### src/rtl/fetch_queue_if.sv
// Handshake bundle between instruction fetch, the fetch_queue and decode.
// slave = queue side, master = fetch/decode side.
interface fetch_queue_if #(
    parameter int unsigned DEPTH = 2
);
    localparam int unsigned CNT_W = $clog2(DEPTH) + 1;

    logic             in_valid;
    logic [31:0]      in_pc;
    logic [31:0]      in_inst;
    logic             in_ready;
    logic             out_valid;
    logic [31:0]      out_pc;
    logic [31:0]      out_inst;
    logic             out_ready;
    logic [CNT_W-1:0] level;

    modport slave (
        input  in_valid, in_pc, in_inst, out_ready,
        output in_ready, out_valid, out_pc, out_inst, level
    );

    modport master (
        output in_valid, in_pc, in_inst, out_ready,
        input  in_ready, out_valid, out_pc, out_inst, level
    );
endinterface

### src/rtl/fetch_queue.sv
// Circular {pc, inst} queue between instruction memory and decode; flush drops all entries.
// Optional FETCH_QUEUE_BYPASS_EN: empty queue forwards the offered pair to decode in the same cycle.
module fetch_queue #(
    parameter int unsigned DEPTH    = 2,
    parameter logic [31:0] NOP_INST = 32'h0000_0013
) (
    input  logic          clk,
    input  logic          reset,
    input  logic          flush,
    fetch_queue_if.slave  q
);
    localparam int unsigned PTR_W = $clog2(DEPTH);
    localparam int unsigned CNT_W = PTR_W + 1;

    typedef struct packed {
        logic [31:0] pc;
        logic [31:0] inst;
    } entry_t;

    entry_t           mem_q [DEPTH];
    entry_t           mem_d [DEPTH];
    logic [PTR_W-1:0] rd_ptr_q, rd_ptr_d;
    logic [PTR_W-1:0] wr_ptr_q, wr_ptr_d;
    logic [CNT_W-1:0] count_q, count_d;

    logic run;
    logic empty;
    logic bypass;
    logic push;
    logic pop;

    // Handshake and decode-facing outputs; in_ready never looks at out_ready.
    always_comb begin
        run   = !reset && !flush;
        empty = (count_q == '0);
`ifdef FETCH_QUEUE_BYPASS_EN
        bypass = empty && q.in_valid;
`else
        bypass = 1'b0;
`endif
        q.in_ready  = run && (count_q != CNT_W'(DEPTH));
        q.out_valid = run && (!empty || bypass);
        q.out_pc    = 32'h0;
        q.out_inst  = NOP_INST;
        if (q.out_valid) begin
            if (bypass) begin
                q.out_pc   = q.in_pc;
                q.out_inst = q.in_inst;
            end else begin
                q.out_pc   = mem_q[rd_ptr_q].pc;
                q.out_inst = mem_q[rd_ptr_q].inst;
            end
        end
        q.level = count_q;
        push    = q.in_valid && q.in_ready;
        pop     = q.out_valid && q.out_ready;
    end

    // Next state; a bypassed pair is written and consumed together, so count holds.
    always_comb begin
        mem_d    = mem_q;
        rd_ptr_d = rd_ptr_q;
        wr_ptr_d = wr_ptr_q;
        count_d  = count_q;
        if (reset || flush) begin
            rd_ptr_d = '0;
            wr_ptr_d = '0;
            count_d  = '0;
        end else begin
            if (push) begin
                mem_d[wr_ptr_q] = '{pc: q.in_pc, inst: q.in_inst};
                wr_ptr_d        = wr_ptr_q + PTR_W'(1);
            end
            if (pop) begin
                rd_ptr_d = rd_ptr_q + PTR_W'(1);
            end
            count_d = count_q + CNT_W'(push) - CNT_W'(pop);
        end
    end

    always_ff @(posedge clk) begin
        if (reset) begin
            rd_ptr_q <= '0;
            wr_ptr_q <= '0;
            count_q  <= '0;
        end else begin
            rd_ptr_q <= rd_ptr_d;
            wr_ptr_q <= wr_ptr_d;
            count_q  <= count_d;
        end
    end

    // Entry storage carries no reset.
    always_ff @(posedge clk) begin
        mem_q <= mem_d;
    end
endmodule

### src/flat_wrapper.sv
// flat-port wrapper written by rule: the top's interface ports become plain ports
module fetch_queue_flat 
#(
    parameter int unsigned DEPTH    = 2,
    parameter logic [31:0] NOP_INST = 32'h0000_0013
)
  (clk, reset, flush, q_in_valid, q_in_pc, q_in_inst, q_out_ready, q_in_ready, q_out_valid, q_out_pc, q_out_inst, q_level);
  fetch_queue_if #(.DEPTH(DEPTH)) q_i ();
  input  logic clk;
  input  logic reset;
  input  logic flush;
  input wire logic [$bits(q_i.in_valid)-1:0] q_in_valid;
  input wire logic [$bits(q_i.in_pc)-1:0] q_in_pc;
  input wire logic [$bits(q_i.in_inst)-1:0] q_in_inst;
  input wire logic [$bits(q_i.out_ready)-1:0] q_out_ready;
  output wire logic [$bits(q_i.in_ready)-1:0] q_in_ready;
  output wire logic [$bits(q_i.out_valid)-1:0] q_out_valid;
  output wire logic [$bits(q_i.out_pc)-1:0] q_out_pc;
  output wire logic [$bits(q_i.out_inst)-1:0] q_out_inst;
  output wire logic [$bits(q_i.level)-1:0] q_level;
  assign q_i.in_valid = q_in_valid;
  assign q_i.in_pc = q_in_pc;
  assign q_i.in_inst = q_in_inst;
  assign q_i.out_ready = q_out_ready;
  assign q_in_ready = q_i.in_ready;
  assign q_out_valid = q_i.out_valid;
  assign q_out_pc = q_i.out_pc;
  assign q_out_inst = q_i.out_inst;
  assign q_level = q_i.level;
  fetch_queue #(.DEPTH(DEPTH), .NOP_INST(NOP_INST)) u_core (.clk(clk), .reset(reset), .flush(flush), .q(q_i));
endmodule
### config.mk
export PLATFORM = sky130hd
export DESIGN_NAME = fetch_queue_flat
export DESIGN_NICKNAME = d
export VERILOG_FILES = /design/src/rtl/fetch_queue_if.sv /design/src/rtl/fetch_queue.sv /design/src/flat_wrapper.sv
export SDC_FILE = /design/constraint.sdc
export NUM_CORES = 1
export LEC_CHECK = 0
export BUFFER_PORTS_ARGS = -buffer_cell sky130_fd_sc_hd__buf_2
export CORE_ASPECT_RATIO = 0.7
export CORE_MARGIN = 2
export CORE_UTILIZATION = 35
export CTS_BUF_LIST = sky130_fd_sc_hd__clkbuf_2
export DETAILED_ROUTE_END_ITERATION = 8
export SYNTH_ARGS = -nofsm -noshare
export SYNTH_HDL_FRONTEND = slang
export SYNTH_SLANG_ARGS = --single-unit
### constraint.sdc
create_clock -name clk -period 17.2 [get_ports clk]
set_input_delay 2.58 -clock clk [delete_from_list [all_inputs] [get_ports clk]]
set_output_delay 2.58 -clock clk [all_outputs]
set_load 0.05 [all_outputs]
# Yosys cells after proc, flatten, opt, wreduce, memory -nomap -nowiden
# Index checks and enable logic that the tools add are counted.
# totals
rom_bits	0
latch_bits	0
elab_cells	39
regBits	132
input_bits	69
memories	0
out_inout_bits	68
ram_bits	0
# classes
div	0
bitwise	3
n_shift	0
eq_ne	1
n_lt_le_gt_ge	3
n_mux	8
add_sub_neg	4
n_mul	0
n_reduce_logical	13
# ops
op	n
two-way mux 64 bit	4
bitwise mux 128 bit	1
demux 64 bit (select 1 bit)	1
two-way mux 32 bit	2
logical AND 1 bit	6
greater-or-equal comparator 2 bit, second input constant	2
inverter 1 -> 2 bit	2
zero test 1 bit	3
adder 1 bit, second input constant	2
adder 2 x 1 -> 2 bit	1
zero test 2 bit	1
less-than comparator 2 x 1 -> 1 bit, second input constant	1
inequality test 2 bit, second input constant	1
AND reduction 2 bit	1
OR reduction 2 bit	1
subtractor 2 x 1 -> 2 bit	1
logical OR 1 bit	1
inverter 1 bit	1

# Depth between registers and ports, before layout
# logic_depth
ltp_word	6
mapped_depth	8
depth_no_buf	7

# Worst setup path after synthesis
# No wires, ideal clock.
# synth_timing
kind	input-to-reg
from	in flush
to	reg u_core.mem_q[100] in the netlist's numbering, enable pin
t_arrival_ns	8.100
path_buffers	0
required_time_ns	16.621
cell_stages	2
setup_slack_ns	8.521
cell_sequence	nor3_2 -> nor3b_1
# synth_between
elab_chain_cells	5
elab_cells_between_ends	7
# synth_lines
item	line_no	source
start: declaration	flat_wrapper.sv:11	input logic flush;
zero test 1 bit	fetch_queue.sv:34	run = !reset && !flush;
logical AND 1 bit	fetch_queue.sv:34	
logical AND 1 bit	fetch_queue.sv:41	q.in_ready = run && (count_q != CNT_W'(DEPTH));
logical AND 1 bit	fetch_queue.sv:55	push = q.in_valid && q.in_ready;
AND reduction 2 bit (no line) (*)	--	
end signal: assignment	fetch_queue.sv:95	mem_q <= mem_d;
end: declaration	fetch_queue.sv:20	entry_t mem_q [DEPTH];
# Every way passes the cells marked *; elsewhere a longest branch is shown, timed or not.
# A chain may end at the register's enable or synchronous reset.

# Final worst setup path
# layout_timing
from	in flush
to	out q_out_pc[26]
# layout_between
elab_chain_cells	4
# layout_lines
item	line_no	source
zero test 1 bit	fetch_queue.sv:34	
logical AND 1 bit	fetch_queue.sv:34	
logical AND 1 bit	fetch_queue.sv:42	q.out_valid = run && (!empty || bypass);
two-way mux 32 bit	fetch_queue.sv:45	if (q.out_valid) begin
end: declaration	flat_wrapper.sv:18	output wire logic [$bits(q_i.out_pc)-1:0] q_out_pc;
# No other way between the ends.

==> flow_summary.ini <==
[power]
power.density_mw_per_mm2 = 96.9
p_total_uw = 603
peakVddDrop_mv = 0.0581
p_leak_uw = 0.00230

[setup_path]
critPathLaunchType = primary input
r2r-start = u_core.q.level[0]$_SDFF_PP0_
worstSetupStartpoint = flush
worstSetupPathType = in2out
reg2reg_depth = 4
cp.arrival_ps = 3920
end_kind = output port
cp_max_fo = 64
reg2reg_slack_ps = 14710
worstPathRequired_ps = 14620

[cells_and_area]
antenna_cells = 0
fillers = 1299
layout.nets = 516
multi_input_area_sq_mm = 0.00105
drive_gt1_frac = 0.391
areaGrowthSynthToFinish_pct = 22.4
seq_area_sq_mm = 0.00393

[synthesis]
synth-seq-cells = 132
yosys_warnings = 0
synth_nets = 371
synth.avg_cell_area_sq_um = 16.9
synth_seq_area_share = 0.772
syn_inst = 301
ys_types = 24
synth_area_sq_mm = 0.00508

[place]
place.port_buffers = 136
hpwl_um = 6240
gp_congestion = 0.754

[route]
num_vias = 2931
ant_nets = 0
dr.pass1.iters = 4
post-route-drc-count = 0
vias_per_cell = 4.52
drt_wl_total_um = 9650
first_iter_violations = 130
wire_per_inst_um = 14.9

[clock_network]
cts_buffers = 17
cts_tree = built
postCtsSetupBuffers = 0
cts_htree_levels = 4
path_clk_slew_ps = 190
cts_root_buffer = clkbuf_2
clockBufferDepth = 2
ctsResizeCount = 0
cts_sinks = 132
hold_buffers = 0
clock_latency_ps = 630

[global_route]
antenna_found_initial = 2
grt_max_degree = 65
grt_pass1_vias = 2870
overflow = 0
grt_use_total = 0.126
grt_pass1_wl_um = 14800

[sta]
maxSlewViolCount = 0
period_share = 0.378
worstMarginPinSlew_ps = 878
finalSetupViolCount = 0
slew_headroom = 0.415
rsz0062_at_grt = no
period_minus_slack_ps = 6500
setup-tns-final_ps = 0
finalClockSkew_ps = 26.8
hold_viol = 0
fmax_mhz = 154

[floorplanning]
initial_utilization = 0.362
dieArea_sq_mm = 0.0155
io-pin-count = 137
die_h_um = 105
rows = 36
die_w_um = 148
core_sq_mm = 0.0141

[flow_run]
max-cap-violations = 0

[min_path]
min_path_cells = 2
hold_start = u_core.wr_ptr_q$_SDFFE_PP0P_
hp-class = reg2reg

[run_status]
status = completed
[critical path: stages]
cell	delay, ps
buf_2	120
nor2_2	230
o21ai_4	80
buf_4	340
nor2_1	260
buf_2	300
[sequential cells by signal, summed over array words and instances, names as in the netlist]
register and flops:
u_core.wr_ptr_q 1, u_core.q.level 2, u_core.rd_ptr_q 1, u_core.mem_q 128
[cells by family after synthesis]
family          Yosys count  share of synthesized area
buf+inv                  18                     0.0229
compound gates            6                    0.00813
fa+ha+maj                 1                    0.00246
flops                   132                      0.772
mux                      66                      0.130
simple gates             78                     0.0643
[cell usage after synthesis]
master	count	area (sq um)
buf_6	5	56.3
ha_1	1	12.5
buf_2	9	45.0
mux2i_1	66	661
a21boi_1	1	7.51
nor2b_1	1	6.26
and3b_1	1	8.76
nor2_1	63	236
inv_2	1	3.75
nor3_1	1	5.00
o211ai_1	1	7.51
or3_1	2	12.5
inv_1	3	11.3
o31ai_1	1	7.51
dfxtp_1	4	80.1
o21ai_0	2	10.0
edfxtp_1	128	3840
nor3_2	1	10.0
nor2b_2	1	8.76
nor3b_1	1	7.51
o21ai_2	1	8.76
nand2_1	5	18.8
nor2_2	1	6.26
and3_1	1	6.26
[worst paths after layout]
path,endpoint
worst max register to register,u_core.mem_q[60]$_DFFE_PP_
worst min register to register,u_core.wr_ptr_q$_SDFFE_PP0P_
worst max-delay path,q_out_pc[26]
worst min-delay path,u_core.wr_ptr_q$_SDFFE_PP0P_
[area by class of cell]
| cell class | instances | share of cell area |
|---|---|---|
| Clock buffer | 19 | 0.0153 |
| Clock inverter | 12 | 0.0290 |
| Inverter | 4 | 0.00241 |
| Multi-Input combinational cell | 151 | 0.170 |
| Sequential cell | 132 | 0.631 |
| Tap cell | 190 | 0.0382 |
| Timing Repair Buffer | 140 | 0.114 |
[routing by layer]
| layer | wire length [um] | global-route usage | up-vias | part of all wire |
|---|---|---|---|---|
| met5 | 16 | 0 | - | 0.0017 |
| met3 | 768 | 0.0581 | 6 | 0.080 |
| met4 | 40 | 0.0354 | 2 | 0.0041 |
| li1 | - | - | 1408 | - |
| met2 | 4260 | 0.188 | 105 | 0.44 |
| met1 | 4570 | 0.167 | 1410 | 0.47 |
[power by group]
group / leakage (uW) / internal [uW] / switching (uW) / total, uW
logic: 0.000947 / 12.2 / 23.6 / 35.8
registers: 0.00120 / 359 / 2.55 / 362
clock network: 0.000160 / 96.4 / 109 / 205
[stage by stage]
step / hold WS (ps) / util / instances / cell area (sq um) / setup slack [ps]
4_1_cts: 538 / 0.443 / 648 / 6220 / 10670
2_1_floorplan: 466 / - / 301 / 5080 / 8520
3_3_place_gp: 501 / 0.423 / 617 / 5950 / 10710
6_report: 545 / 0.443 / 648 / 6220 / 10700
3_5_place_dp: 512 / 0.423 / 617 / 5950 / 10670
5_1_grt: 575 / 0.443 / 648 / 6220 / 10570
[cells in the final DEF, fill, tap and decap left out, types with 2 or more instances in the layout]
master,instances
buf_2,136
clkinvlp_4,2
or3_1,2
o21ai_0,2
edfxtp_1,128
clkinv_4,3
nor2_1,63
nand2_1,5
dfxtp_1,3
buf_4,4
inv_1,3
clkinv_2,2
mux2i_1,66
bufinv_16,4
clkbuf_2,19
Power figures use the tool's default switching activity.
